$ cat config.mk
export PLATFORM = sky130hd
export DESIGN_NAME = regfile_write_arbiter
export DESIGN_NICKNAME = d
export VERILOG_FILES = /design/src/rtl/regfile_write_arbiter.sv
export SDC_FILE = /design/constraint.sdc
export NUM_CORES = 1
export LEC_CHECK = 0
export ABC_AREA = 1
export CORE_ASPECT_RATIO = 1.25
export CORE_MARGIN = 2
export CORE_UTILIZATION = 39
export DETAILED_ROUTE_END_ITERATION = 16
export PLACE_DENSITY = 0.89
export RECOVER_POWER = 50
export REMOVE_ABC_BUFFERS = 1
export SYNTH_ARGS = -nofsm -noshare
export SYNTH_HDL_FRONTEND = slang
export SYNTH_SLANG_ARGS = --single-unit
$ cat constraint.sdc
create_clock -name clk -period 1.4 [get_ports clk]
set_input_delay 0.21 -clock clk [delete_from_list [all_inputs] [get_ports clk]]
set_output_delay 0.21 -clock clk [all_outputs]
set_load 0.1 [all_outputs]
$ cat src/rtl/regfile_write_arbiter.sv
// regfile_write_arbiter
//   Owns the single write port of the processor register file. After reset,
//   or when clr_req is pulsed in RUN, it sweeps every register to INIT_VALUE
//   one index per cycle. In RUN it shares the port between two requesters
//   (0 = ALU writeback, 1 = load-return/debug) using a valid/ready handshake
//   with round-robin priority on ties.
//
// Ports
//   clk, rst_n             clock (rising edge), asynchronous active-low reset
//   clr_req                pulse in RUN to restart the clear sweep
//   req0_valid/ind/data    requester 0 write request
//   req0_ready             requester 0 accepted this cycle (valid & ready)
//   req1_valid/ind/data    requester 1 write request
//   req1_ready             requester 1 accepted this cycle (valid & ready)
//   rf_wrtEn/wrtInd/dIn    registered drive for the register file write port
//   init_done              high in RUN, low while sweeping
//   busy                   high while sweeping, or in RUN with a pending valid
module regfile_write_arbiter #(
    parameter int unsigned      DBITS      = 32,
    parameter int unsigned      ABITS      = 5,
    parameter int unsigned      WORDS      = 1 << ABITS,
    parameter logic [DBITS-1:0] INIT_VALUE = '0,
    parameter bit               ZERO_REG   = 1'b1
) (
    input  logic             clk,
    input  logic             rst_n,
    input  logic             clr_req,
    input  logic             req0_valid,
    input  logic [ABITS-1:0] req0_ind,
    input  logic [DBITS-1:0] req0_data,
    output logic             req0_ready,
    input  logic             req1_valid,
    input  logic [ABITS-1:0] req1_ind,
    input  logic [DBITS-1:0] req1_data,
    output logic             req1_ready,
    output logic             rf_wrtEn,
    output logic [ABITS-1:0] rf_wrtInd,
    output logic [DBITS-1:0] rf_dIn,
    output logic             init_done,
    output logic             busy
);

    localparam logic [0:0] ST_INIT = 1'b0;
    localparam logic [0:0] ST_RUN  = 1'b1;

    // One extra bit so a full 1<<ABITS sweep ends without wrapping to 0.
    localparam logic [ABITS:0] LAST_IDX = (ABITS + 1)'(WORDS - 1);

    logic [0:0]       state;
    logic [ABITS:0]   idx;
    logic             last_grant;   // 0: requester 0 won last, 1: requester 1

    logic             take0;
    logic             take1;
    logic [ABITS-1:0] sel_ind;
    logic [DBITS-1:0] sel_data;
    logic             drop;

    // Round-robin: on a tie, the requester that did not win last time wins.
    // clr_req in RUN blocks all grants so no transfer races the restart.
    always_comb begin
        take0    = 1'b0;
        take1    = 1'b0;
        sel_ind  = req0_ind;
        sel_data = req0_data;
        if (state == ST_RUN && !clr_req) begin
            take0 = req0_valid && (!req1_valid || last_grant);
            take1 = req1_valid && (!req0_valid || !last_grant);
        end
        if (take1) begin
            sel_ind  = req1_ind;
            sel_data = req1_data;
        end
    end

    // Index 0 is hard-wired zero when ZERO_REG is set: accept, but never write.
    assign drop       = ZERO_REG && (sel_ind == '0);

    assign req0_ready = take0;
    assign req1_ready = take1;
    assign init_done  = (state == ST_RUN);
    assign busy       = !init_done || req0_valid || req1_valid;

    always_ff @(posedge clk or negedge rst_n) begin
        if (!rst_n) begin
            state      <= ST_INIT;
            idx        <= '0;
            last_grant <= 1'b1;
            rf_wrtEn   <= 1'b0;
            rf_wrtInd  <= '0;
            rf_dIn     <= '0;
        end else begin
            case (state)
                ST_INIT: begin
                    rf_wrtEn  <= 1'b1;
                    rf_wrtInd <= idx[ABITS-1:0];
                    rf_dIn    <= INIT_VALUE;
                    idx       <= idx + (ABITS + 1)'(1);
                    if (idx == LAST_IDX) begin
                        state <= ST_RUN;
                    end
                end
                default: begin
                    if (clr_req) begin
                        state    <= ST_INIT;
                        idx      <= '0;
                        rf_wrtEn <= 1'b0;
                    end else if (take0 || take1) begin
                        rf_wrtEn   <= !drop;
                        rf_wrtInd  <= sel_ind;
                        rf_dIn     <= sel_data;
                        last_grant <= take1;
                    end else begin
                        rf_wrtEn <= 1'b0;
                    end
                end
            endcase
        end
    end

endmodule

# == Yosys cells after proc, flatten, opt, wreduce, memory -nomap -nowiden ==
# Index checks and enable logic that the tools add are counted.
# classes
n_addsub,1
n_eq_ne,4
n_mux,18
bitwise_logic,1
n_reduce_logical,17
# op_table
cell,n
$mux 32,4
$mux 5,4
$mux 6,2
$mux 1,8
$add 6x1->6 const B,1
$eq 6x5->1 const B,1
$logic_not 1->1,6
$logic_not 5->1,1
$logic_or 1x1->1,5
$ne 2x2->1 const B,2
$logic_and 1x1->1,3
$reduce_and 3->1,1
$ne 2x1->1 const B,1
$reduce_and 2->1,1
$not 1->1,1
# totals
regBits,46
in_bits,79
out_inout_bits,42

# == Longest topological paths before layout ==
# Gate-level depths: netlist (run 1).
# logic_depth
word_depth,10
ltp_mapped,10
mapped_depth_nobuf,9

# == Worst setup path after synthesis (run 1) ==
# OpenSTA, ideal clock, no wires.
# synth_path
path_type,flip-flop to output port
start,"register state, in the netlist init_done"
end,output req0_ready
arrival_time_ps,3518
setup_slack_ps,-2328
stages_incl_launch_ff,4
n_path_buf,1
cell_sequence,dfrtp_1 > buf_4 > nand2_4 > a211oi_1
# synth_between
elab_chain_len,2
# synth_lines
element,line,text
from (decl),49,logic [0:0] state;
from (signal assigned),86,state <= ST_INIT;
from (signal assigned),100,state <= ST_RUN;
from (signal assigned),105,state <= ST_INIT;
$logic_and 1x1->1,66,if (state == ST_RUN && !clr_req) begin
$mux 1,66,
to (decl),31,"output logic req0_ready,"
# Every way passes these cells.

# == Final worst setup path (run 1) ==
# layout_path
start,register last_grant
end,output req1_ready
# layout_between
elab_chain_len,4
# layout_lines
element,line,text
from (decl),51,logic last_grant;
from (signal assigned),112,last_grant <= take1;
$logic_not 1->1,68,take1 = req1_valid && (!req0_valid || !last_grant);
$logic_or 1x1->1,68,
$logic_and 1x1->1,68,
$mux 1,66,
to (decl),35,"output logic req1_ready,"
# Every way passes these cells.

==> results.yml, run 1 <==
final_layout:
  fin_cells: 499
  syn_to_final_growth_pct: 111.4
  multi_input_area_sq_um: 1245
  fillers: 281
  drive_gt1_frac: 0.4051
  seqCellArea_sq_um: 1154
  nets: 511
cts:
  clock_sinks: 46
  cts.clk_slew.worst_paths_ns: 0.09
  cts_root_buf: "clkbuf_8"
  cts-htree-levels: 2
  ctsLongestPathBuffers: 2
  numCtsBuffers: 5
  clkLatencyLatePin_ns: 0.31
  cts_tree: "done"
yosys:
  yosysMostFrequentCell: "nand2_1"
  synth_edf_count: 0
  synth_area_sq_um: 2276
  ys_top_cells_by_area: "dfrtp_1, o21ai_1, nand2_1"
  ys_async_sr_fraction: 1.000
  synth_area_leader_cell: "dfrtp_1"
  synth_ff_type: "dfrtp_1"
  yosys-top-cells-count: "nand2_1, o21ai_1, dfrtp_1, nor2_1, o21ai_0"
  ys_seq_area_frac: 0.5063
  ys_types: 30
  yosysWarnings: 0
  netlist_instances: 272
  synth_top_area_share: 0.4948
  synth_area_per_cell_sq_um: 8.367
  ys_ff_latch: 46
worst_setup_path:
  worst-r2r-cell-count: 9
  crit_top_cell: "nand2_2"
  cp_max_fo: 8
  cp-start-kind: "flip-flop"
  arrival_ns: 1.45
  required_ns: 1.19
  path_cells: "nand2_2 -> nand2_2 -> nor2_4 -> buf_6 -> buf_12"
  critPathKind: "reg2out"
  reg2reg_to: "rf_dIn[11]"
  reg2reg_slack_ns: -0.23
  worstSetupEndpointType: "output port"
  endpoint: "req1_ready"
  slowest_delay_ns: 0.56
  crit_slowest_cell: "dfstp_2"
  timing.rr.start: "last_grant"
  cp-startpoint: "last_grant"
sta:
  setup_violations: 43
  layout_setup_ws_ns: -0.2610
  slew_headroom: 0.5717
  rsz0062_at_grt: "true"
  max_freq_ghz: 0.6021
  hold_violations: 0
  clock_skew_ns: 0.004505
  drv_slew: 0
  timing.final.crit_share: 1.186
  whs_ns: 0.4968
  period_minus_slack_ns: 1.661
  tightestPinTransition_ns: 0.6424
outcome:
  status: "finished with violations"
  violations: "setup timing"
grt:
  antenna_found_initial: 1
  grt_overflow: 0
  grt_pass1_wl_mm: 12.64
  grt_max_degree: 47
  grt_pass1_vias: 2594
  grt_usage: 0.2613
floorplanning:
  die_w_um: 72.33
  start_util: 0.3992
  die_h_um: 89.41
  ios: 121
  core_sq_um: 5702
  num_rows: 31
  dieArea_sq_um: 6467
place:
  place.gp.congestion: 0.8014
  portBuffers: 120
  hpwl_mm: 5.629
  dp.cells: 469
detailed_routing:
  wl_mm: 9.574
  wl_per_cell_um: 19.19
  drtPass1Iterations: 4
  drtIter0Drc: 131
  ant_nets: 0
  drc_errors: 0
  vias_per_cell: 5.407
  vias: 2698
power_and_ir_drop:
  p_total_mw: 6.154
  ir_drop_v: 0.001047
  power.leakage_nw: 2.098
  power.density_nw_per_um2: 1279
flow_run:
  maxCapViolCount: 0
worst_hold_path:
  hold_class: "in2reg"
[placed cells by master, fill, tap and decap left out, drive strengths merged, types with 2 or more instances in the layout]
master / count
clkdlybuf4s50: 74
nor2: 39
dlygate4sd2: 3
clkbuf: 10
nand2: 63
o21ai: 70
buf: 86
nor3: 2
a22oi: 4
dfrtp: 45
inv: 17
nand3: 6
a21oi: 2
[metal layers]
metal,GRT usage,vias up,wire [um]
met1,0.2786,1313,3210
met5,0,-,0
met3,0.06313,36,565
li1,-,1215,-
met2,0.4704,134,5348
met4,0.1475,0,450
[cell type report]
class	instances	share of cell area
timing repair buffer	167	0.4510
multi-input combinational	194	0.2588
sequential	46	0.2398
clock buffer	7	0.01795
tap	66	0.01717
inverter	17	0.01378
clock inverter	1	0.001040
antenna	1	0.0005202
[registers in the layout, summed over array words and instances (netlist names)]
| register | count |
|---|---|
| rf_wrtEn | 1 |
| rf_dIn | 32 |
| init_done | 1 |
| rf_wrtInd | 5 |
| last_grant | 1 |
| idx | 6 |
[repair_timing]
action	in CTS	in global routing
pin swaps	12	36
gates resized for setup	46	97
hold endpoints to repair	45	0
hold buffers	1	0
cloned	3	2
setup buffers	9	14
setup endpoints to repair	37	45
[critical path: cells and delay by family, from the launching register on]
| family | cells | cell delay, ns |
|---|---|---|
| and+or+nand+nor | 3 | 0.27 |
| DFF | 1 | 0.56 |
| buffers and inverters | 2 | 0.30 |
[logic make-up after synthesis]
group,Yosys count,synth area share
adders and majority gates,1,0.005497
DFF,46,0.5063
and+or+nand+nor,111,0.2040
AOI/OAI and AO/OA,82,0.1963
buffers and inverters,32,0.08796
[metrics by stage]
stage | util | cell area, sq um | TNS, ns | setup slack, ns
after floorplan | - | 2142 | -83.90 | -2.310
after global placement | 0.7211 | 4111 | -10.47 | -0.3435
after detailed placement | 0.7211 | 4111 | -12.83 | -0.3830
after CTS | 0.7803 | 4449 | -0.9519 | -0.2028
after global routing | 0.8438 | 4811 | -7.237 | -0.3047
final | 0.8438 | 4811 | -5.128 | -0.2610
[how the worst min path moves through the flow]
| stage | from | to | depth (start not counted) |
|---|---|---|---|
| floorplan | rst_n | idx[0] | 0 |
| global placement | rst_n | idx[1] | 2 |
| detailed placement | rst_n | idx[0] | 2 |
| CTS | rst_n | rf_dIn[22] | 3 |
| global route | req1_data[25] | rf_dIn[25] | 3 |
| finish | req1_data[13] | rf_dIn[13] | 3 |
[where the power goes]
group          internal [mW]  leakage (nW)  switching (mW)
Combinational           1.40          1.44            2.00
Clock                  0.399        0.0482           0.470
Sequential              1.59         0.605           0.295
No activity file was read; power rests on OpenSTA's default activity.
==> run 2, diff against run 1 <==
--- a/config.mk
+++ b/config.mk
@@ -8,9 +8,10 @@
 export ABC_AREA = 1
 export CORE_ASPECT_RATIO = 1.25
 export CORE_MARGIN = 2
-export CORE_UTILIZATION = 39
+export CORE_UTILIZATION = 40
+export CTS_BUF_LIST = sky130_fd_sc_hd__clkbuf_4 sky130_fd_sc_hd__clkbuf_8
 export DETAILED_ROUTE_END_ITERATION = 16
-export PLACE_DENSITY = 0.89
+export PLACE_DENSITY = 0.91
 export RECOVER_POWER = 50
 export REMOVE_ABC_BUFFERS = 1
 export SYNTH_ARGS = -nofsm -noshare
==> run 2 against run 1 <==
Global-route usage shrank 1.6 points. Clock-buffer cell count is the same. Wire length decreased by 12%. Largest cell class unchanged. Combinational power decreased by 7.4%. Flip-flop and latch count unchanged. Largest power group unchanged. Cell count decreased by 2.0%. The run still ends with setup timing left. Core utilization is 2.5 points lower. Critical path depth shrank 1. Critical path type unchanged.
==> results.yml, run 2 (synthesis results as in run 1) <==
worst_setup_path:
  worstSetupPathDepth: 4
  crit_slowest_cell: "dfstp_2"
  slowest_delay_ns: 0.54
  required_ns: 1.19
  arrival_ns: 1.44
  crit_family: "flip-flops"
  cp_max_fo: 2
  cp-start-kind: "flip-flop"
  timing.critical_path.buf_inv: 3
  path_cells: "inv_1 -> a211oi_2 -> buf_4 -> buf_12"
  critPathKind: "reg2out"
  worstSetupEndpointType: "output port"
  worst-r2r-cell-count: 7
detailed_routing:
  drtPass1Iterations: 5
  wl_mm: 8.399
  wl_per_cell_um: 17.18
  drtIter0Drc: 186
  drc_errors: 0
  vias: 2619
  ant_nets: 0
  vias_per_cell: 5.356
place:
  portBuffers: 120
  hpwl_mm: 5.822
  place.gp.congestion: 0.8177
cts:
  cts-htree-levels: 2
  clkLatencyLatePin_ns: 0.30
  cts_root_buf: "clkbuf_8"
  numCtsBuffers: 5
  cts_tree: "done"
  ctsLongestPathBuffers: 2
  clock_sinks: 46
  cts.clk_slew.worst_paths_ns: 0.08
final_layout:
  fillers: 291
  multi_input_area_sq_um: 1018
  antenna-diode-count: 0
  largest_register_ffs: 32
  seqCellArea_sq_um: 1154
  nets: 505
  layout_common_cells: "clkdlybuf4s50_1, nand2_1, o21ai_1"
  syn_to_final_growth_pct: 97.09
  final_common_cell: "clkdlybuf4s50_1"
  registers.top_by_ff_count: "rf_dIn"
  top_regs: "rf_dIn (32), idx (6), rf_wrtInd (5)"
  drive_gt1_frac: 0.3059
sta:
  setup_violations: 38
  tns_ns: -2.870
  slew_headroom: 0.4628
  timing.final.crit_share: 1.178
  rsz0062_at_grt: "true"
  clock_skew_ns: 0.004018
  layout_setup_ws_ns: -0.2486
  period_minus_slack_ns: 1.649
  hold_violations: 0
  tightestPinTransition_ns: 0.8058
  max_freq_ghz: 0.6066
  drv_slew: 0
floorplanning:
  die_w_um: 71.47
  die_h_um: 88.34
  core_sq_um: 5480
  start_util: 0.4153
  num_rows: 30
  dieArea_sq_um: 6313
  ios: 121
grt:
  grt_busiest_layer: "met2"
  grt_usage: 0.2455
  grt_pass1_wl_mm: 11.99
  grt_util_met1: 0.2604
  antenna_found_initial: 0
  met2_usage: 0.4655
  grt_use_met3: 0.05695
  grt_pass1_vias: 2607
  grt_overflow: 0
  grt_max_degree: 34
power_and_ir_drop:
  ir_drop_v: 0.001031
  power.density_nw_per_um2: 1299
  power.leakage_nw: 1.975
  p_total_mw: 5.825
outcome:
  violations: "setup timing"
  status: "finished with violations"
worst_hold_path:
  hold_class: "reg2reg"
  min_path_cells: 1
flow_run:
  maxCapViolCount: 0
==> run 2: cell count changes in the layout (fill, tap and decap cells not counted), sizes merged <==
cell and delta:
dlygate4sd2 -2, clkbuf +1, clkdlybuf4s50 +2, diode -1
clkinv -1, buf -7
==> run 2: report_power, final <==
group | internal [mW] | total, mW | switching (mW)
Clock | 0.383 | 0.822 | 0.438
Combinational | 1.25 | 3.14 | 1.89
Sequential | 1.59 | 1.87 | 0.274
Total | 3.23 | 5.83 | 2.60
==> run 2: worst reg2reg max path, stage by stage (launching register included) <==
cell and delay [ns]:
dfstp_2 0.54, nand2_1 0.08, buf_4 0.16, nand3_4 0.17, buf_4 0.16, buf_8 0.10
nor2_1 0.04, o21ai_0 0.19
==> run 2: area by class of cell <==
type | instances | share of cell area
Multi-Input combinational cell | 194 | 0.2271
Sequential cell | 46 | 0.2572
Tap cell | 64 | 0.01785
Clock buffer | 7 | 0.01869
Inverter | 17 | 0.01478
Timing Repair Buffer | 161 | 0.4644
==> run 2: through the flow <==
step / cell area [sq um] / utilization / cells / hold slack [ns] / setup WS (ns)
2_1_floorplan: 2142 / - / 257 / -0.08559 / -2.310
3_3_place_gp: 4099 / 0.7479 / 469 / 0.1318 / -0.2459
3_5_place_dp: 4099 / 0.7479 / 469 / 0.1366 / -0.3390
4_1_cts: 4242 / 0.7740 / 479 / 0.3633 / -0.2108
5_1_grt: 4486 / 0.8185 / 489 / 0.4856 / -0.2718
6_report: 4486 / 0.8185 / 489 / 0.4619 / -0.2486
==> run 2: final timing paths <==
| check | from | slack (ns) | to |
|---|---|---|---|
| hold / removal | idx[5] | 0.46 | init_done |
| setup / recovery | last_grant | -0.25 | req0_ready |
| hold reg to reg | idx[5] | 0.46 | init_done |
| max in group asynchronous | rst_n | 0.11 | init_done |
| setup reg to reg | last_grant | -0.13 | rf_dIn[28] |
| min in group asynchronous | rst_n | 0.52 | rf_dIn[18] |
==> run 2: per-layer routing <==
layer | part of all wire | vias up
met4 | 0.027 | 0
met2 | 0.54 | 127
met3 | 0.070 | 22
met1 | 0.36 | 1263
li1 | - | 1207
met5 | 0 | -
==> run 2: repair_timing <==
| item | in CTS | in global routing |
|---|---|---|
| cloned | 0 | 3 |
| hold buffers | 1 | 0 |
| setup endpoints to repair | 34 | 35 |
| setup buffers | 2 | 7 |
| resized for setup | 10 | 48 |
| endpoints found under the hold margin | 12 | 0 |
| pin swaps | 2 | 9 |
